$ cat config.mk
export PLATFORM = sky130hd
export DESIGN_NAME = wptr_sync_level
export DESIGN_NICKNAME = d
export VERILOG_FILES = /design/src/rtl/async_fifo_pkg.sv /design/src/rtl/gray2bin_sync.sv /design/src/rtl/wptr_sync_level.sv
export SDC_FILE = /design/constraint.sdc
export NUM_CORES = 1
export LEC_CHECK = 0
export ABC_AREA = 1
export CORE_AREA = 2 2 43 84
export CTS_CLUSTER_DIAMETER = 50
export DETAILED_ROUTE_END_ITERATION = 8
export DIE_AREA = 0 0 45 86
export GPL_ROUTABILITY_DRIVEN = 0
export SLEW_MARGIN = 5
export SYNTH_ARGS = -nofsm -noshare
export SYNTH_HDL_FRONTEND = slang
export SYNTH_SLANG_ARGS = --single-unit
$ cat constraint.sdc
create_clock -name wclk -period 3 [get_ports wclk]
set_input_delay 0.9 -clock wclk [delete_from_list [all_inputs] [get_ports wclk]]
set_output_delay 0.9 -clock wclk [all_outputs]
set_load 0.05 [all_outputs]
$ cat src/rtl/async_fifo_pkg.sv
// Shared async-FIFO types, constants and Gray/binary helpers for both clock domains.
// Latency: none (declarations and pure functions only).
// Backpressure: not applicable.
package async_fifo_pkg;

    typedef enum logic {
        AF_LOW  = 1'b0,
        AF_HIGH = 1'b1
    } af_state_t;

    localparam int             OVF_CNT_W   = 8;
    localparam logic [OVF_CNT_W-1:0] OVF_CNT_MAX = 8'd255;

    // Helpers work on a fixed wide word; callers zero-extend and truncate.
    localparam int PTR_MAX_W = 16;

    function automatic logic [PTR_MAX_W-1:0] gray2bin(input logic [PTR_MAX_W-1:0] g);
        logic [PTR_MAX_W-1:0] b;
        b[PTR_MAX_W-1] = g[PTR_MAX_W-1];
        for (int i = PTR_MAX_W - 2; i >= 0; i--) begin
            b[i] = b[i+1] ^ g[i];
        end
        return b;
    endfunction

    function automatic logic [PTR_MAX_W-1:0] bin2gray(input logic [PTR_MAX_W-1:0] b);
        return b ^ (b >> 1);
    endfunction

endpackage

$ cat src/rtl/gray2bin_sync.sv
// Multi-flop synchronizer for a Gray pointer plus combinational Gray-to-binary decode.
// Latency: STAGES clk edges for q_gray; q_bin follows q_gray combinationally.
// Backpressure: none; samples every cycle.
module gray2bin_sync
    import async_fifo_pkg::*;
#(
    parameter int W      = 4,
    parameter int STAGES = 2
) (
    input  logic         clk,
    input  logic         arst_n,
    input  logic [W-1:0] d_gray,
    output logic [W-1:0] q_gray,
    output logic [W-1:0] q_bin
);

    if (STAGES < 2 || STAGES > 4) begin : g_bad_stages
        $error("gray2bin_sync: STAGES must be 2..4");
    end
    if (W > PTR_MAX_W) begin : g_bad_width
        $error("gray2bin_sync: W exceeds PTR_MAX_W");
    end

    logic [W-1:0] sync_q [STAGES];

    // Plain flop chain: Gray coding guarantees at most one uncertain bit per capture.
    always_ff @(posedge clk or negedge arst_n) begin
        if (!arst_n) begin
            for (int i = 0; i < STAGES; i++) sync_q[i] <= '0;
        end else begin
            sync_q[0] <= d_gray;
            for (int i = 1; i < STAGES; i++) sync_q[i] <= sync_q[i-1];
        end
    end

    assign q_gray = sync_q[STAGES-1];
    assign q_bin  = W'(gray2bin(PTR_MAX_W'(q_gray)));

endmodule

$ cat src/rtl/wptr_sync_level.sv
// Write-side read-pointer sync, fill level, hysteretic almost_full and overflow status.
// Latency: g_rptr_sync SYNC_STAGES edges after g_rptr; wlevel/flags 1 edge after their inputs.
// Backpressure: observe-only, never stalls. Optional peak tracking via WLEVEL_PEAK_EN.
module wptr_sync_level
    import async_fifo_pkg::*;
#(
    parameter int PTR_WIDTH   = 3,
    parameter int SYNC_STAGES = 2,
    parameter int AF_SET      = 6,
    parameter int AF_CLR      = 4
) (
    input  logic                 wclk,
    input  logic                 wrst_n,
    input  logic [PTR_WIDTH:0]   g_rptr,
    input  logic [PTR_WIDTH:0]   b_wptr,
    input  logic                 w_en,
    input  logic                 full,
    input  logic                 ovf_clr,
    output logic [PTR_WIDTH:0]   g_rptr_sync,
    output logic [PTR_WIDTH:0]   wlevel,
    output logic                 almost_full,
    output logic                 ovf,
    output logic [OVF_CNT_W-1:0] ovf_cnt,
    output logic                 ptr_err,
    output logic [PTR_WIDTH:0]   wlevel_peak
);

    localparam int DEPTH = 2 ** PTR_WIDTH;
    typedef logic [PTR_WIDTH:0] ptr_t;
    localparam ptr_t DEPTH_L  = ptr_t'(DEPTH);
    localparam ptr_t AF_SET_L = ptr_t'(AF_SET);
    localparam ptr_t AF_CLR_L = ptr_t'(AF_CLR);

    if (!(AF_CLR < AF_SET && AF_SET <= DEPTH)) begin : g_bad_thresholds
        $error("wptr_sync_level: need AF_CLR < AF_SET <= DEPTH");
    end

    ptr_t      b_rptr_sync;
    ptr_t      lvl_next;
    logic      ovf_evt;
    af_state_t af_state;

    gray2bin_sync #(
        .W      (PTR_WIDTH + 1),
        .STAGES (SYNC_STAGES)
    ) u_rptr_sync (
        .clk    (wclk),
        .arst_n (wrst_n),
        .d_gray (g_rptr),
        .q_gray (g_rptr_sync),
        .q_bin  (b_rptr_sync)
    );

    // Modulo subtraction absorbs pointer wrap; the stale read pointer makes this conservative.
    assign lvl_next = b_wptr - b_rptr_sync;
    assign ovf_evt  = w_en & full;

    always_ff @(posedge wclk or negedge wrst_n) begin
        if (!wrst_n) begin
            wlevel   <= '0;
            af_state <= AF_LOW;
        end else begin
            wlevel <= lvl_next;
            case (af_state)
                AF_LOW:  if (lvl_next >= AF_SET_L) af_state <= AF_HIGH;
                AF_HIGH: if (lvl_next <= AF_CLR_L) af_state <= AF_LOW;
                default: af_state <= AF_LOW;
            endcase
        end
    end

    assign almost_full = (af_state == AF_HIGH);

    // A fresh overflow in the clearing cycle wins so no event is lost.
    always_ff @(posedge wclk or negedge wrst_n) begin
        if (!wrst_n) begin
            ovf     <= 1'b0;
            ovf_cnt <= '0;
            ptr_err <= 1'b0;
        end else begin
            if (ovf_evt) begin
                ovf <= 1'b1;
                if (ovf_clr)                   ovf_cnt <= OVF_CNT_W'(1);
                else if (ovf_cnt != OVF_CNT_MAX) ovf_cnt <= ovf_cnt + 1'b1;
            end else if (ovf_clr) begin
                ovf     <= 1'b0;
                ovf_cnt <= '0;
            end

            if (lvl_next > DEPTH_L) ptr_err <= 1'b1;
            else if (ovf_clr)       ptr_err <= 1'b0;
        end
    end

`ifdef WLEVEL_PEAK_EN
    always_ff @(posedge wclk or negedge wrst_n) begin
        if (!wrst_n)                    wlevel_peak <= '0;
        else if (ovf_clr)               wlevel_peak <= lvl_next;
        else if (lvl_next > wlevel_peak) wlevel_peak <= lvl_next;
    end
`else
    assign wlevel_peak = '0;
`endif

endmodule

==> results <==
- After the last flow step, the layout net total stands at around 180.
- Global routing finished with a remaining overflow of 0.
- For the final database, setup skew stands at 3.56 ps.
- The sum of routed wire segments on met1 is 847 µm.
- The fraction of layout instances using a drive strength above 1 is 0.134.
- The number of clock sinks is 23.
- In this run the critical register-to-register path is launched from u_rptr_sync.q_gray[3]$_DFF_PN0_.
- The first global-routing pass estimated ~4000 µm of wire.
- The area overhead of the layout relative to synthesis is 30.1%.
- The detailed-routing iteration count for the pre-antenna-repair pass is 4.
- Together, buffers and inverters on the worst path number 1.
- The filler cells instantiated in the layout total 311.
- The overall die height is 86 µm.
- The die covers about 3900 µm².
- The critical path goes through clkdlybuf4s50_1.
- The multi-input gate area in the final layout is 484 µm².
- The post-cts sizing count is 0.
- The max-slew violation total from the final report came to 0.
- In this run the most critical hold path is launched from u_rptr_sync.sync_q[6]$_DFF_PN0_.
- For this run, the leading register cell type out of synthesis is dfrtp_1.
- STA classifies the critical path endpoint as an output pin.
- For this run, the number of Yosys warnings is 0.
- The setup path with the least slack is of type reg -> out.
- The worst path in the final design needs a cycle of 2460 ps, including I/O delays and setup.
- Internal power comes to between 500 and 600 µW.
- In this run the mean area of a mapped cell was 9.33 µm².
- The leakage power is approximately 0.00071 µW.
- The total number of vias is 920.
- The repair_antennas step left the layout with diodes totalling 0.
- The detail route stage leaves a number of antenna-violating nets equal to 0.
- The period utilization is 0.821.
- The fraction of synthesis flops using an asynchronous set or reset pin is 1.00.
- The post-detailed-route DRC marker count is 0.
- Setup repair after global routing left no endpoint under its margin.
- The die is about 45 µm wide.
- The met2 layer wire length in the routed design is approximately 1400 µm.
- 36 I/O pins were placed.
- Once placement completed, the tool counted placed cells totaling 184.
- The synthesized design contains 0 enable-type register cells.
- The number of H-tree branching levels is 1.
- The share of synthesized area occupied by flip-flops and latches is 0.489.
- The total power divided by cell area is ~530 nW/µm².
- The final standard cell count with taps included and fillers excluded is 188.
- The aggregate negative setup slack is 0 ps.
- In this run the tightest slew margin relative to its limit is 0.665.
- Summing all flip-flop and latch instances after layout gives 576 µm².
- Clock-pin slew was measured on the worst setup and hold paths at 80 ps.
- Detailed routing placed a total of approximately 110 µm of wire on met3.
- The number of instances in the synthesized netlist is about 130.
- Entering global routing, the biggest net connects 24 pins.
- Of the total power, the share spent switching nets is 0.354.
- The critical path launch point type is a flop.
- Along the worst path, the maximum fanout reaches 6.
- The hold violation total from the final report was 0.
- The maximum clock path buffer count is 2.
- The register-to-register path setup slack is 580 ps.
- In this run the core area contains 29 standard-cell rows.
- The analysis attributes to net switching a power of 284 µW.
- The via count of the first global-routing pass was roughly 940.
- For the worst setup path, the data required time is about 2100 ps.
- After synthesis the cells add up to 1180 µm².
- The share of synthesized area in the top cell type comes to 0.489.
- Across the run, the number of max-cap violations was 0.
- The aggregate global-route resource usage is 0.141.
- The buffer count from post-CTS setup fixing is 0.
- The clock latency on the worst-skew pair is 260 ps.
- Of the total power, the clock network draws 0.232.
- The number of CTS-inserted buffers is 3.
- In this run, the number of DRC markers left after iteration 0 of detailed routing was 11.
- Port buffering added 31 buffers.
- The number of hold buffers added after CTS was 0.
- The class of the worst hold path is reg -> reg.
- The root buffer selected by CTS is clkbuf_8.
- The highest-delay cell along the critical path is clkdlybuf4s50_1.
- The launch point of the critical path is ovf_cnt[5]$_DFFE_PN0P_.
- The number of antenna violations at the first check in global routing came to 0.
- The final routed wire length divided by cell count is 13.0 µm.
- TritonCTS built the clock tree.
- The setup violation total in the final timing report is 0.
- VDD sags by at most just under 0.3 mV.
- The share of total power dissipated in sequential elements is 0.441.
- dfrtp_1 takes more of the synthesized area than any other cell.
- The initial utilization of the core area, before any placement, comes to 0.368.
- Among cell families on the critical path, the largest total delay comes from buffers and inverters.
- Sorting the synthesized cells by area gives the leading types as dfrtp_1 49%, nand2_1 8.3%, buf_4 5.1%.
- At the pin with the least slew margin, the transition time is 501 ps.
- The combinational share of power is 0.327.
- The number of different library cells used by synthesis comes to 26.
- The routed wire length is 2440 µm.
- The peak clock frequency supported by timing is just over 400 MHz.
- The half-perimeter wire length after detailed placement is between 2000 and 2500 µm.
- The run finished with clean final reports.
- STA puts the critical path data arrival time at 1560 ps.
- The per-cell via count in the routed design is just under 5.
- The number of synthesized register bits is 23.
- The total area inside the core boundary comes to 3190 µm².
- The uppermost layer routed is met4.
- The maximum cell stage delay along the critical path is 840 ps.
==> metrics by stage <==
stage	instance area [µm²]	util	hold WS [ps]	power, µW	setup slack [ps]
after CTS	1530	0.479	354	816	521
after floorplan	1190	-	331	535	895
final	1530	0.479	352	803	536
after detailed placement	1480	0.465	336	628	441
after global placement	1480	0.465	335	618	523
after global routing	1530	0.479	361	849	344
==> layout make-up <==
cell class                 count  share of cell area
inverter                      18              0.0442
multi-input combinational     80               0.316
clock buffer                   3              0.0270
clock inverter                 1             0.00327
timing repair buffer          32               0.208
sequential                    23               0.376
tap                           31              0.0253
==> registers in the layout, summed over array words and instances, names as in the netlist <==
signal / flops
wlevel: 4
almost_full: 1
ptr_err: 1
u_rptr_sync.sync_q: 4
ovf: 1
ovf_cnt: 8
u_rptr_sync.q_gray: 4
==> power groups by stage <==
stage	logic, µW	clock network, µW	registers [µW]
floorplan	87.1	0	448
global placement	259	0	359
detailed placement	267	0	362
CTS	268	193	355
global route	282	209	358
finish	263	187	354
==> synthesized netlist by cell type (2+ instances only) <==
| cell type | n |
|---|---|
| xnor2_1 | 2 |
| nand2_1 | 26 |
| a21oi_1 | 2 |
| nand3_1 | 9 |
| dfrtp_1 | 23 |
| ha_1 | 4 |
| buf_4 | 8 |
| nand2_2 | 3 |
| nand4_1 | 3 |
| inv_1 | 16 |
| nor3_1 | 3 |
| a21oi_2 | 2 |
| nor2_4 | 2 |
| inv_2 | 2 |
| xor2_1 | 3 |
| nor2_1 | 4 |
| nor2_2 | 2 |
| o21ai_0 | 4 |
==> logic make-up after synthesis <==
group / count (synthesis) / synth area share
AOI/OAI and AO/OA: 11 / 0.0638
adders and majority gates: 5 / 0.0596
xor gates and xnor gates: 5 / 0.0372
and+or+nand+nor: 55 / 0.238
DFF: 23 / 0.489
buffers and inverters: 26 / 0.109
other: 1 / 0.00319
==> cells in the final DEF (no fill, tap or decap) <==
| cell type | instances |
|---|---|
| or2_2 | 1 |
| inv_2 | 2 |
| o21ai_2 | 1 |
| a21oi_2 | 2 |
| nand2_2 | 3 |
| nor2_1 | 4 |
| nor3_1 | 3 |
| buf_4 | 1 |
| a21oi_1 | 2 |
| conb_1 | 4 |
| nor2_2 | 2 |
| fa_1 | 1 |
| o21bai_1 | 1 |
| nor2_4 | 2 |
| xnor2_1 | 2 |
| nand2_1 | 26 |
| nand3_1 | 9 |
| o21ai_0 | 4 |
| xor2_1 | 3 |
| clkbuf_8 | 3 |
| o21bai_2 | 1 |
| nand3_4 | 1 |
| ha_1 | 4 |
| clkinv_2 | 1 |
| nand2_4 | 1 |
| nand4_1 | 3 |
| inv_1 | 16 |
| clkdlybuf4s50_1 | 31 |
| dfrtp_1 | 23 |
==> routing by layer <==
| layer | vias to the layer above | track usage |
|---|---|---|
| met5 | - | 0 |
| met1 | 436 | 0.142 |
| met2 | 32 | 0.273 |
| met4 | 0 | 0.0481 |
| met3 | 7 | 0.0168 |
| li1 | 445 | - |
==> worst paths after layout <==
path | end | cells past startpoint
worst max-delay path | ovf_cnt[5] | 1
worst min-delay path | u_rptr_sync.q_gray[2]$_DFF_PN0_ | 0
worst max register to register | ptr_err$_DFFE_PN0P_ | 12
worst min register to register | u_rptr_sync.q_gray[2]$_DFF_PN0_ | 0
max in group asynchronous | ovf_cnt[7]$_DFFE_PN0P_ | 2
min in group asynchronous | ovf_cnt[1]$_DFFE_PN0P_ | 2
Power figures use the tool's default switching activity.
